[src/rtl/accum_seq_pkg.sv]
// -----------------------------------------------------------------------------
// accum_seq_pkg
// Shared definitions for the accumulator sequencer:
//   - default operand / count widths (DATA_W, COUNT_W)
//   - 3-bit FSM state encoding (IDLE, CLEAR, WAIT, PULSE, FINISH)
// No ports (package).
// -----------------------------------------------------------------------------
package accum_seq_pkg;

    localparam int DATA_W  = 8;
    localparam int COUNT_W = 8;

    localparam logic [2:0] IDLE   = 3'd0;
    localparam logic [2:0] CLEAR  = 3'd1;
    localparam logic [2:0] WAIT   = 3'd2;
    localparam logic [2:0] PULSE  = 3'd3;
    localparam logic [2:0] FINISH = 3'd4;

endpackage

[src/rtl/accum_sequencer_op_counter.sv]
// -----------------------------------------------------------------------------
// op_counter
// Down-counter holding the number of operands still to be accumulated.
// Ports:
//   Clk        in   system clock, rising edge
//   Reset_n    in   synchronous active-low reset (clears the count)
//   load       in   load load_value (has priority over dec)
//   load_value in   COUNT_W value to load
//   dec        in   decrement by one (saturates at zero)
//   is_one     out  count == 1
//   is_zero    out  count == 0
// -----------------------------------------------------------------------------
module op_counter #(
    parameter int COUNT_W = 8
) (
    input  logic               Clk,
    input  logic               Reset_n,
    input  logic               load,
    input  logic [COUNT_W-1:0] load_value,
    input  logic               dec,
    output logic               is_one,
    output logic               is_zero
);

    logic [COUNT_W-1:0] count_reg;

    always_ff @(posedge Clk) begin
        if (!Reset_n) begin
            count_reg <= '0;
        end else if (load) begin
            count_reg <= load_value;
        end else if (dec && (count_reg != '0)) begin
            // Zero guard is belt-and-braces: the FSM never decrements at zero.
            count_reg <= count_reg - COUNT_W'(1);
        end
    end

    assign is_one  = (count_reg == COUNT_W'(1));
    assign is_zero = (count_reg == '0);

endmodule

[src/rtl/accum_sequencer.sv]
// -----------------------------------------------------------------------------
// accum_sequencer
// Feeds a batch of operands to the downstream 8-bit accumulator: one Clear
// pulse per batch, one En pulse per operand (A stable during En), then Done.
// Optional feature macro: ACCUM_SEQ_ABORT_EN (adds the Abort input).
// Ports:
//   Clk       in   system clock, rising edge
//   Reset_n   in   synchronous active-low reset
//   Abort     in   (ACCUM_SEQ_ABORT_EN only) drop the batch from CLEAR/WAIT/PULSE
//   Start     in   begin a batch, sampled in IDLE only
//   Count     in   operands in the batch, latched with Start
//   In_Data   in   operand byte
//   In_Valid  in   In_Data valid
//   In_Ready  out  operand accepted at this edge if In_Valid
//   A         out  registered operand to the accumulator
//   En        out  one-cycle accumulate pulse
//   Clear     out  one-cycle accumulator clear pulse
//   Busy      out  high outside IDLE
//   Done      out  one-cycle batch-complete pulse
// All outputs are registers or decodes of registers; no input-to-output path.
// -----------------------------------------------------------------------------
module accum_sequencer #(
    parameter int DATA_W  = accum_seq_pkg::DATA_W,
    parameter int COUNT_W = accum_seq_pkg::COUNT_W
) (
    input  logic               Clk,
    input  logic               Reset_n,
`ifdef ACCUM_SEQ_ABORT_EN
    input  logic               Abort,
`endif
    input  logic               Start,
    input  logic [COUNT_W-1:0] Count,
    input  logic [DATA_W-1:0]  In_Data,
    input  logic               In_Valid,
    output logic               In_Ready,
    output logic [DATA_W-1:0]  A,
    output logic               En,
    output logic               Clear,
    output logic               Busy,
    output logic               Done
);

    import accum_seq_pkg::*;

    logic [2:0]        state_reg;
    logic [2:0]        state_next;
    logic [DATA_W-1:0] a_reg;
    logic              abort_hit;
    logic              cnt_is_one;
    logic              cnt_is_zero;
    logic              clear_state;

`ifdef ACCUM_SEQ_ABORT_EN
    logic abort_clear_reg;

    // Abort only matters while a batch is in flight.
    assign abort_hit = Abort && ((state_reg == CLEAR) ||
                                 (state_reg == WAIT)  ||
                                 (state_reg == PULSE));

    // Re-clears the accumulator in the cycle after an abort so a partial sum
    // never lingers downstream.
    always_ff @(posedge Clk) begin
        if (!Reset_n) begin
            abort_clear_reg <= 1'b0;
        end else begin
            abort_clear_reg <= abort_hit;
        end
    end

    assign Clear = clear_state || abort_clear_reg;
`else
    assign abort_hit = 1'b0;
    assign Clear     = clear_state;
`endif

    op_counter #(
        .COUNT_W (COUNT_W)
    ) u_op_counter (
        .Clk        (Clk),
        .Reset_n    (Reset_n),
        .load       ((state_reg == IDLE) && Start),
        .load_value (Count),
        .dec        ((state_reg == PULSE) && !abort_hit),
        .is_one     (cnt_is_one),
        .is_zero    (cnt_is_zero)
    );

    // State register
    always_ff @(posedge Clk) begin
        if (!Reset_n) begin
            state_reg <= IDLE;
        end else begin
            state_reg <= state_next;
        end
    end

    // Next-state logic
    always_comb begin
        state_next = state_reg;
        case (state_reg)
            IDLE:    if (Start) state_next = CLEAR;
            CLEAR:   state_next = cnt_is_zero ? FINISH : WAIT;
            WAIT:    if (In_Valid) state_next = PULSE;
            // Deciding on ==1 before the decrement keeps the counter from wrapping.
            PULSE:   state_next = cnt_is_one ? FINISH : WAIT;
            FINISH:  state_next = IDLE;
            default: state_next = IDLE;
        endcase
        if (abort_hit) begin
            state_next = IDLE;
        end
    end

    // Operand register: loads only on an accepted transfer, so it holds its
    // value through PULSE, between operands and after Done.
    always_ff @(posedge Clk) begin
        if (!Reset_n) begin
            a_reg <= '0;
        end else if ((state_reg == WAIT) && In_Valid && !abort_hit) begin
            a_reg <= In_Data;
        end
    end

    // Output decode (state only)
    always_comb begin
        In_Ready    = 1'b0;
        En          = 1'b0;
        clear_state = 1'b0;
        Done        = 1'b0;
        Busy        = (state_reg != IDLE);
        case (state_reg)
            CLEAR:   clear_state = 1'b1;
            WAIT:    In_Ready    = 1'b1;
            PULSE:   En          = 1'b1;
            FINISH:  Done        = 1'b1;
            default: ;
        endcase
    end

    assign A = a_reg;

endmodule

[config.mk]
export PLATFORM = sky130hd
export DESIGN_NAME = accum_sequencer
export DESIGN_NICKNAME = d
export VERILOG_FILES = /design/src/rtl/accum_seq_pkg.sv /design/src/rtl/accum_sequencer_op_counter.sv /design/src/rtl/accum_sequencer.sv
export SDC_FILE = /design/constraint.sdc
export NUM_CORES = 1
export LEC_CHECK = 0
export CAP_MARGIN = 25
export CORE_AREA = 5 5 56 58
export CTS_CLUSTER_DIAMETER = 200
export DETAILED_ROUTE_END_ITERATION = 6
export DIE_AREA = 0 0 61 63
export PLACE_DENSITY = 0.72
export SYNTH_ARGS = -nofsm -noshare
export SYNTH_HDL_FRONTEND = slang
export SYNTH_SLANG_ARGS = --single-unit
[constraint.sdc]
create_clock -name Clk -period 1.4 [get_ports Clk]
set_input_delay 0.28 -clock Clk [delete_from_list [all_inputs] [get_ports Clk]]
set_output_delay 0.28 -clock Clk [all_outputs]
set_load 0.005 [all_outputs]
==> results.sh <==
export IMPL_ys_ff_latch=19
export IMPL_vias=1051
export IMPL_cts_tree="built"
export IMPL_insertion_delay_ps=310
export IMPL_cts_max_path_buffers=2
export IMPL_min_from="A[1]$_SDFFE_PN0P_"
export IMPL_final_area_sq_mm=0.00170
export IMPL_slew_viol_final=0
export IMPL_design_portCount=33
export IMPL_p_leak_nw=0.683
export IMPL_slew_headroom_pct=76.0
export IMPL_initial_utilization_pct=37.2
export IMPL_yosysUniqueCellTypes=40
export IMPL_critPathSlowestCell="or4_1"
export IMPL_core_area_sq_mm=0.00262
export IMPL_fp_row_count=19
export IMPL_grt_max_degree=22
export IMPL_n_antenna_cell=0
export IMPL_place_gp_congestion=0.766
export IMPL_htree_num_levels=1
export IMPL_finalSetupTns_ps=-531
export IMPL_drt_iter0_markers=20
export IMPL_async_flop_share_pct=0
export IMPL_max_stage_delay_ps=410
export IMPL_r2r_start="u_op_counter.count_reg[1]$_SDFFE_PN0P_"
export IMPL_path_buf_inv=1
export IMPL_clock_sinks=19
export IMPL_dieArea_sq_mm=0.00384
export IMPL_grt_pass1_wl_microns=4290
export IMPL_peakVddDrop_mv=0.859
export IMPL_synthesis_area_sq_um=973
export IMPL_period_share_pct=108
export IMPL_layout_common_cells="clkdlybuf4s50_1, buf_4, nand2_1"
export IMPL_synth_edff_count=0
export IMPL_whs_path_depth=2
export IMPL_critPathLaunchType="flip-flop"
export IMPL_max_cap_viol_count=0
export IMPL_synth_cells=112
export IMPL_r2r_setup_slack_ps=-120
export IMPL_critPathLaunch="u_op_counter.count_reg[1]$_SDFFE_PN0P_"
export IMPL_grt_pass1_vias=1028
export IMPL_grtUsageTotal_pct=14.6
export IMPL_tightest_slew_ps=358
export IMPL_violations="setup timing"
export IMPL_critPathTopFamily="simple AND/OR/NAND/NOR gates"
export IMPL_drc=0
export IMPL_r2r_end="u_op_counter.count_reg[7]$_SDFFE_PN0P_"
export IMPL_port_buffers=32
export IMPL_cts_inserted_buffers=3
export IMPL_holdCritPathClass="reg2reg"
export IMPL_routed_wl_microns=2840
export IMPL_cp_arrival_ps=1760
export IMPL_synthesis_nets=135
export IMPL_multi_input_area_sq_um=706
export IMPL_synthTopCellsByArea="dfxtp_1, nand2_1, o21ai_0, a21boi_0, ha_1"
export IMPL_seq_area_sq_um=402
export IMPL_finClkSkew_ps=4.10
export IMPL_fillerInstances=230
export IMPL_r2r_cells=6
export IMPL_grt_ovfl_total=0
export IMPL_crit_cells=6
export IMPL_cp_max_fo=3
export IMPL_rsz0062_at_grt="yes"
export IMPL_dr_pass1_iters=3
export IMPL_post_drt_via_cell_ratio=5.28
export IMPL_pwr_density_cell_mw_per_mm2=906
export IMPL_yosysTopAreaCell="dfxtp_1"
export IMPL_hold_violations=0
export IMPL_fp_dieW_microns=61
export IMPL_areaGrowthSynthToFinish_pct=74.4
export IMPL_synth_top_area_share_pct=39.1
export IMPL_critPathKind="reg2reg"
export IMPL_worst_endpoint_required_ps=1640
export IMPL_fin_crit_ps=1520
export IMPL_placed_cell_area_sq_mm=0.00144
export IMPL_hold_end="A[1]$_SDFFE_PN0P_"
export IMPL_antenna_found_initial=0
export IMPL_clock_root_buffer="clkbuf_4"
export IMPL_clk_pin_slew_ps=110
export IMPL_dieHeight_microns=63
export IMPL_avgSynthCellArea_sq_um=8.69
export IMPL_hpwl_microns=1870
export IMPL_synth_ff_type="dfxtp_1"
export IMPL_setup_viol_count_final=9
export IMPL_status="finished with violations"
export IMPL_antenna_left=0
export IMPL_yosysWarningCount=0
export IMPL_post_drt_wl_per_cell_microns=14.2
export IMPL_final_layout_size_suffix_gt1_share_pct=42.9
export IMPL_cp_end_kind="flip-flop"
export IMPL_hold_buffers=0
export IMPL_timing_fmax_mhz=659
export IMPL_nNetsFinal=192
export IMPL_fin_ws_ps=-117
export IMPL_path_cells="inv_2, ha_4, or4b_4, nand4_4, or4_1, a31oi_1"
export IMPL_ys_seq_area_share_pct=39.1
## power breakdown
group / leakage (nW) / internal (W) / switching [W]
logic: 0.506 / 0.000342 / 0.000268
registers: 0.161 / 0.000589 / 0.0000536
clock network: 0.0150 / 0.000111 / 0.000174
## synth_stat cells (all sizes together), types with 2 or more instances
library cell  count
ha                3
nand2b            2
and2              2
inv               3
clkbuf            3
and3              2
nor3              6
a21boi           10
nor2              3
nand4             2
nand2            19
nor4b             2
o21ai             8
a31oi             2
dfxtp            19
nor3b             2
a21oi             3
nand3             3
a211oi            2
buf               2
## per-layer routing
| metal | track usage [%] | vias to the layer above | part of all wire (%) |
|---|---|---|---|
| met4 | 5.69 | 0 | 1.4 |
| li1 | - | 521 | - |
| met2 | 25.4 | 27 | 53 |
| met3 | 3.31 | 3 | 7.6 |
| met5 | 0 | - | 0 |
| met1 | 16.5 | 500 | 38 |
## worst max path at each step
stage,endpoint
6_report,u_op_counter.count_reg[7]$_SDFFE_PN0P_
4_1_cts,u_op_counter.count_reg[7]$_SDFFE_PN0P_
5_1_grt,u_op_counter.count_reg[7]$_SDFFE_PN0P_
3_3_place_gp,In_Ready
3_5_place_dp,In_Ready
2_1_floorplan,u_op_counter.count_reg[7]$_SDFFE_PN0P_
## worst min-delay path, stage by stage (launching register included)
cell	delay [ps]
dfxtp_2	330
nand2_1	50
a21boi_1	50
## per-stage QoR
step / instances / setup WS [ps] / hold slack (ps) / power, W / utilization (%)
6_report: 199 / -117 / 457 / 0.00154 / 64.9
4_1_cts: 192 / -120 / 461 / 0.00145 / 59.4
5_1_grt: 199 / -198 / 472 / 0.00164 / 64.9
3_5_place_dp: 182 / -135 / 452 / 0.00111 / 55.0
3_3_place_gp: 182 / -122 / 441 / 0.00109 / 55.0
2_1_floorplan: 112 / -79.8 / 415 / 0.000884 / -
## logic make-up after synthesis
kind of cell / share of synthesized area [%]
compound gates: 19.0
xor+xnor: 1.80
fa+ha+maj: 3.86
buf+inv: 3.60
flops: 39.1
mux: 1.03
simple gates: 31.6
## timing repair
item                                    CTS  global route
endpoints found under the hold margin     0             0
endpoints found under the setup margin   22            13
gates cloned                              0             1
gates resized for setup                  50            19
pin swaps                                 8            16
buffers inserted                          6             7
## final cells by class
cell class	instances	share of cell area, %
Clock buffer	4	1.55
Tap cell	31	2.28
Multi-Input combinational cell	86	41.6
Timing Repair Buffer	56	30.3
Inverter	3	0.663
Sequential cell	19	23.7
Power figures use the tool's default switching activity.
